--- config.mk ---
export PLATFORM = sky130hd
export DESIGN_NAME = ntm_scalar_adder_arbiter_flat
export DESIGN_NICKNAME = d
export VERILOG_FILES = /design/src/rtl/ntm_scalar_adder_arbiter_if.sv /design/src/rtl/ntm_scalar_adder_arbiter.sv /design/src/flat_wrapper.sv
export SDC_FILE = /design/constraint.sdc
export NUM_CORES = 1
export LEC_CHECK = 0
export BUFFER_PORTS_ARGS = -buffer_cell sky130_fd_sc_hd__buf_2
export CORE_ASPECT_RATIO = 1.4
export CORE_MARGIN = 3
export CORE_UTILIZATION = 40
export CTS_CLUSTER_SIZE = 24
export DETAILED_ROUTE_END_ITERATION = 8
export PLACE_DENSITY = 0.87
export SKIP_CTS_REPAIR_TIMING = 1
export SKIP_LAST_GASP = 1
export SLEW_MARGIN = 20
export SYNTH_ARGS = -nofsm -noshare
export SYNTH_HDL_FRONTEND = slang
export SYNTH_SLANG_ARGS = --single-unit
export TNS_END_PERCENT = 50
--- constraint.sdc ---
create_clock -name clk -period 2.8 [get_ports clk]
set_input_delay 0.14 -clock clk [delete_from_list [all_inputs] [get_ports clk]]
set_output_delay 0.14 -clock clk [all_outputs]
set_load 0.02 [all_outputs]
--- src/rtl/ntm_scalar_adder_arbiter_if.sv ---
// Request/response bundle between the gate-vector engines, the shared adder and its consumer.
// master = requesters + consumer side, slave = arbiter side.
interface ntm_scalar_adder_arbiter_if #(
    parameter int N_REQ     = 4,
    parameter int DATA_SIZE = 8,
    localparam int ID_W     = $clog2(N_REQ)
);
    logic [N_REQ-1:0]           req_valid;
    logic [N_REQ-1:0]           req_ready;
    logic [N_REQ*DATA_SIZE-1:0] req_in1;
    logic [N_REQ*DATA_SIZE-1:0] req_in2;
    logic                       rsp_valid;
    logic                       rsp_ready;
    logic [ID_W-1:0]            rsp_id;
    logic [DATA_SIZE:0]         rsp_data;

    modport master (
        output req_valid, req_in1, req_in2, rsp_ready,
        input  req_ready, rsp_valid, rsp_id, rsp_data
    );

    modport slave (
        input  req_valid, req_in1, req_in2, rsp_ready,
        output req_ready, rsp_valid, rsp_id, rsp_data
    );
endinterface

--- src/rtl/ntm_scalar_adder_arbiter.sv ---
// Round-robin shared 8-bit adder for the LSTM controller gate engines.
// One registered, tagged DATA_SIZE+1 bit sum per accepted request, 1-cycle latency.
module ntm_scalar_adder_arbiter #(
    parameter int N_REQ     = 4,
    parameter int DATA_SIZE = 8
) (
    input logic                     clk,
    input logic                     rst,
    ntm_scalar_adder_arbiter_if.slave bus
);
    localparam int ID_W = $clog2(N_REQ);

    logic [N_REQ-1:0][DATA_SIZE-1:0] in1, in2;
    logic [ID_W-1:0]                 ptr, gnt;
    logic                            any_vld, can_issue, issue;
    logic [N_REQ-1:0]                ready;
    logic                            rsp_valid;
    logic [ID_W-1:0]                 rsp_id;
    logic [DATA_SIZE:0]              rsp_data;

    for (genvar i = 0; i < N_REQ; i++) begin : g_lane
        assign in1[i] = bus.req_in1[i*DATA_SIZE +: DATA_SIZE];
        assign in2[i] = bus.req_in2[i*DATA_SIZE +: DATA_SIZE];
    end

    // Scan ptr, ptr+1, ... with wrap; the first valid requester wins.
    always_comb begin
        int j;
        j       = 0;
        any_vld = 1'b0;
        gnt     = '0;
        for (int k = 0; k < N_REQ; k++) begin
            j = int'(ptr) + k;
            if (j >= N_REQ) j = j - N_REQ;
            if (!any_vld && bus.req_valid[j]) begin
                any_vld = 1'b1;
                gnt     = ID_W'(j);
            end
        end
    end

    assign can_issue = !rsp_valid || bus.rsp_ready;
    assign issue     = can_issue && any_vld;

    // Gated by rst so no requester sees an accept while the block is held in reset.
    always_comb begin
        ready = '0;
        if (rst && issue) ready[gnt] = 1'b1;
    end

    always_ff @(posedge clk or negedge rst) begin
        if (!rst) begin
            rsp_valid <= 1'b0;
            rsp_id    <= '0;
            rsp_data  <= '0;
            ptr       <= '0;
        end else if (issue) begin
            rsp_valid <= 1'b1;
            rsp_id    <= gnt;
            rsp_data  <= {1'b0, in1[gnt]} + {1'b0, in2[gnt]};
            ptr       <= (gnt == ID_W'(N_REQ-1)) ? '0 : gnt + 1'b1;
        end else if (bus.rsp_ready) begin
            rsp_valid <= 1'b0;
        end
    end

    assign bus.req_ready = ready;
    assign bus.rsp_valid = rsp_valid;
    assign bus.rsp_id    = rsp_id;
    assign bus.rsp_data  = rsp_data;
endmodule
--- src/flat_wrapper.sv ---
// flat-port wrapper written by rule: the top's interface ports become plain ports
module ntm_scalar_adder_arbiter_flat 
#(
    parameter int N_REQ     = 4,
    parameter int DATA_SIZE = 8
)
  (clk, rst, bus_req_valid, bus_req_in1, bus_req_in2, bus_rsp_ready, bus_req_ready, bus_rsp_valid, bus_rsp_id, bus_rsp_data);
  ntm_scalar_adder_arbiter_if #(.N_REQ(N_REQ), .DATA_SIZE(DATA_SIZE)) bus_i ();
  input logic clk;
  input logic rst;
  input wire logic [$bits(bus_i.req_valid)-1:0] bus_req_valid;
  input wire logic [$bits(bus_i.req_in1)-1:0] bus_req_in1;
  input wire logic [$bits(bus_i.req_in2)-1:0] bus_req_in2;
  input wire logic [$bits(bus_i.rsp_ready)-1:0] bus_rsp_ready;
  output wire logic [$bits(bus_i.req_ready)-1:0] bus_req_ready;
  output wire logic [$bits(bus_i.rsp_valid)-1:0] bus_rsp_valid;
  output wire logic [$bits(bus_i.rsp_id)-1:0] bus_rsp_id;
  output wire logic [$bits(bus_i.rsp_data)-1:0] bus_rsp_data;
  assign bus_i.req_valid = bus_req_valid;
  assign bus_i.req_in1 = bus_req_in1;
  assign bus_i.req_in2 = bus_req_in2;
  assign bus_i.rsp_ready = bus_rsp_ready;
  assign bus_req_ready = bus_i.req_ready;
  assign bus_rsp_valid = bus_i.rsp_valid;
  assign bus_rsp_id = bus_i.rsp_id;
  assign bus_rsp_data = bus_i.rsp_data;
  ntm_scalar_adder_arbiter #(.N_REQ(N_REQ), .DATA_SIZE(DATA_SIZE)) u_core (.clk(clk), .rst(rst), .bus(bus_i));
endmodule
After elaboration in Yosys (flattened, before gate mapping):

Index checks and enable logic that the tools add are counted.

* div/mod/pow operators: 0
* multiplexer cells: 34
* eq/ne operators: 1
* shift-type cells: 0
* multipliers: 0
* add/subtract/negate cells: 9
* reduce and logical (&&, ||, !) cells: 12
* bitwise gates (word level): 0
* $lt $le $gt $ge: 10

Operators with widths (count)
* $lt A32 B4 Y1 const B: 4
* $mux W32: 4
* $ge A32 B4 Y1 const B: 3
* $sub A32 B4 Y32 const B: 3
* $bmux W8 S2: 2
* $mux W8: 2
* $mux W1: 15
* $mux W2: 5
* $add A8 B8 Y9: 1
* $bmux W1 S2: 4
* $add A2 B2 Y3 const B: 2
* $logic_and A1 B1 Y1: 6
* $logic_not A1 Y1: 4
* $mux W4: 1
* $sub A2 B3 Y4 const B: 1
* $add A2 B1 Y3 const B: 1
* $ge A2 B3 Y1 const B: 1
* $lt A2 B3 Y1 const B: 1
* $add A2 B1 Y2 const B: 1
* $demux W1 S2: 1
* $eq A2 B2 Y1 const B: 1
* $ge A2 B1 Y1 const B: 1
* $reduce_bool A2 Y1: 1
* $logic_or A1 B1 Y1: 1

* latch bits: 0
* memory bits (read-only): 0
* bits in writable memories: 0
* register bits: 14
* logic and storage cells: 70
* output and inout bits: 16
* memories kept: 0

Longest topological paths before layout:

* word-level depth: 20
* gate-level depth with buffers: 14
* mapped depth without buffers: 12

Worst setup path before layout:

OpenSTA, ideal clock, no wires.

* path kind: register to register
* start point: register u_core.ptr[1]
* end point: register u_core.rsp_data[6], in the netlist u_core.bus.rsp_data[6]
* buffers on the path: 2
* arrival: 2.903 ns
* period minus slack after synthesis: 3.031 ns
* setup slack: -0.231 ns
* cell stages (with the launch flop): 15
* data required time: 2.672 ns
* path through: dfrtp_1 > nor2b_4 > a21o_1 > a221o_1 > buf_6 > buf_12 > mux2i_1 > mux2i_1 > ha_1 > fa_1 > a21o_1 > a31oi_1 > nand2b_1 > a211oi_1 > o31ai_1

* cells in the longest elaborated chain, start to end: 18
* elaborated cells on any way between the ends: 47

RTL lines
* start, declared: line ntm_scalar_adder_arbiter.sv:14 `logic [ID_W-1:0] ptr, gnt;`
* start signal, assigned: line ntm_scalar_adder_arbiter.sv:61 `ptr <= (gnt == ID_W'(N_REQ-1)) ? '0 : gnt + 1'b1;`
* branches (longest 18 deep; another with $sub A32 B4 Y32)
* end signal, assigned: line ntm_scalar_adder_arbiter.sv:60 `rsp_data <= {1'b0, in1[gnt]} + {1'b0, in2[gnt]};`
* end, declared: line ntm_scalar_adder_arbiter.sv:19 `logic [DATA_SIZE:0] rsp_data;`

Several ways; the timed one is not identified. The select of a mux whose other input is x is not followed.
A chain may end at the register's enable or synchronous reset.

Final worst setup path:

Same ends and word-level chain as after synthesis.

==> results.cfg <==
[status]
status = finished, violations left
violations = setup timing

[sta]
fin_crit_sh = 1.06
worstMarginPinSlew_ps = 475
rsz0062_at_grt = true
drv_slew = 0
relSlewSlack = 0.682
final_hold_viol_count = 0
clock.fmax_ghz = 0.336
hold_ws_ps = 195
setup_viol = 5
setup_ws_ps = -175
final.setup.tns_ps = -537
timing.final.crit_period_ps = 2980
finalClockSkew_ps = 0.812

[worst_setup_path]
path_max_fanout = 14
critPathKind = register to register
critPathTopFamily = compound AO/OA/AOI/OAI gates
worstPathArrival_ps = 3080
slowest_delay_ps = 470
critPathLaunchType = register
endpoint_kind = register
cp.required_ps = 2900
cp_cell_sequence = nor2b_4 > a21o_1 > a221o_2 > buf_6 > mux2i_1 > mux2i_1 > ha_1 > and2_1 > a31oi_4 > nand2b_1 > a211oi_2 > o31ai_1
path_buf_inv = 1
cp_slowest_cell = a221o_2
crit_top_cell = mux2i_1

[route]
num_vias = 1632
antenna_left = 0
avgViaCountPerCell = 5.20
finalWirelength_um = 4280
wire_per_inst_um = 13.6
first_pass_iters = 5
drtIter0Drc = 47
drcViolationCount = 0

[placement]
portBuffers = 86
place_congestion = 0.829
preCtsSetupSlack_ps = -268
post-dp-hpwl_um = 3410
dp.cells = 302

[power]
p_int_uw = 1260
combPwrFrac = 0.759
power_density_nw_per_um2 = 979
ir_drop_mv = 0.684
clkPwrFrac = 0.086
power.switching_uw = 969
p_leak_uw = 0.00130
seq_power_share = 0.155
p_sw_frac = 0.434
power.total_uw = 2230

[global_routing]
grtUsageTotal = 0.169
grt_pass1_vias = 1565
grt_max_degree = 19
grt_antenna_before_repair = 0
grt_first_pass_wirelength_um = 6240
grt_overflow = 0

[synth]
syn-num-nets = 245
synth-seq-cells = 14
syn_avg_cell_area_um2 = 9.36
yosys_warnings = 0
syn_inst = 161
yosysSeqAreaShare = 0.232
netlist_area_um2 = 1510
yosys.cell_types.count = 31

[floorplan]
dieArea_um2 = 4550
io_pins = 87
die_height_um = 78.6
fp-row-count = 25
core_area_um2 = 3500
die_x_um = 57.9
start_util = 0.430

[cts]
clk_latency_ps = 240
cts.reportedPaths.clkPinSlew_ps = 60
cts_tree = built
clock_path_buffers = 2
clock-sinks = 14
root_buffer = clkbuf_8
cts_made_buffers = 3
cts-htree-levels = 1

[final_layout]
instances_no_fill = 314
drive_gt1_frac = 0.493
antennaDiodeCount = 0
area_growth_syn_to_layout_pct = 51.3
layout.nets = 359

[min_path]
hp-class = input port to register

[job]
maxCapViolCount = 0
-- through the flow --
stage | area [um^2] | util
after floorplan | 1530 | -
after global routing | 2280 | 0.651
after detailed placement | 2100 | 0.599
after CTS | 2150 | 0.614
after global placement | 2100 | 0.599
final | 2280 | 0.651
-- state kept, by name, indices dropped and copies added (netlist names) --
register	cells
u_core.bus.rsp_valid	1
u_core.ptr	2
u_core.bus.rsp_data	9
u_core.bus.rsp_id	2
-- cell families after synthesis --
group	synth area share
xor gates and xnor gates	0.0174
muxes	0.319
adders and majority gates	0.113
AOI/OAI and AO/OA	0.138
DFF	0.232
buffers and inverters	0.0639
and+or+nand+nor	0.117
-- area by class of cell --
| type | count | area, um^2 |
|---|---|---|
| Multi-Input combinational cell | 136 | 1150 |
| Inverter | 5 | 21.3 |
| Sequential cell | 14 | 350 |
| Clock buffer | 4 | 55.1 |
| Tap cell | 40 | 50.0 |
| Fill cell | 299 | 1220 |
| Timing Repair inverter | 1 | 7.51 |
| Timing Repair Buffer | 114 | 651 |
-- worst paths after layout --
check / endpoint / from / slack, ps / cells after the start
setup / recovery: u_core.bus.rsp_data[6] / u_core.ptr[1] / -180 / 12
min in group asynchronous: u_core.bus.rsp_valid / rst / 350 / 2
hold / removal: u_core.bus.rsp_valid / bus_req_valid[0] / 190 / 3
hold reg to reg: u_core.bus.rsp_data[0] / u_core.bus.rsp_data[0] / 480 / 2
setup reg to reg: u_core.bus.rsp_data[6] / u_core.ptr[1] / -180 / 12
max in group asynchronous: u_core.ptr[1] / rst / 2190 / 2
-- cell usage in the layout (no fill, tap or decap), types with 2 or more instances in the layout --
cell type / instances
buf_2: 86
mux2i_1: 44
buf_4: 25
nand2_1: 19
dfrtp_1: 14
o21ai_0: 12
ha_1: 10
nor2_1: 7
inv_1: 4
and3_1: 4
a21oi_1: 4
clkbuf_8: 4
a21o_1: 3
mux2i_2: 3
a221o_2: 2
nand3_1: 2
nand2b_1: 2
and2_1: 2
a211oi_2: 2
xor2_1: 2
a211oi_1: 2
ha_2: 2
buf_6: 2
-- power by group through the flow --
stage	sequential (uW)	combinational (uW)	clock [uW]
floorplan	436	935	0
global placement	343	1470	0
detailed placement	347	1520	0
CTS	344	1530	193
global route	354	1860	206
finish	346	1690	192
-- worst min-delay path: cells and delay by family --
family                 cells  cell delay (ps)
buffers and inverters      1              120
and+or+nand+nor            2              130
-- cell usage after synthesis, drive strengths merged --
cell | instances | area, um^2
a211oi | 4 | 30.0
a21boi | 1 | 7.51
a21o | 3 | 22.5
a21oi | 4 | 20.0
a221o | 1 | 10.0
a2bb2oi | 1 | 8.76
a31oi | 1 | 6.26
and2 | 2 | 12.5
and3 | 4 | 25.0
buf | 5 | 70.1
clkbuf | 2 | 7.51
dfrtp | 14 | 350
fa | 1 | 20.0
ha | 12 | 150
inv | 5 | 18.8
mux2i | 48 | 480
nand2 | 19 | 71.3
nand2b | 2 | 12.5
nand3 | 2 | 10.0
nor2 | 7 | 26.3
nor2b | 1 | 13.8
nor3 | 1 | 5.00
o2111ai | 2 | 17.5
o211ai | 1 | 7.51
o21ai | 14 | 70.1
o31ai | 1 | 7.51
xnor2 | 1 | 8.76
xor2 | 2 | 17.5
-- per-layer routing --
| layer | GRT usage | part of all wire |
|---|---|---|
| met1 | 0.175 | 0.34 |
| met2 | 0.338 | 0.59 |
| met3 | 0.00987 | 0.054 |
| met4 | 0.0603 | 0.016 |
| met5 | 0 | 0 |
Note: power is estimated with default switching activity, not from simulation.
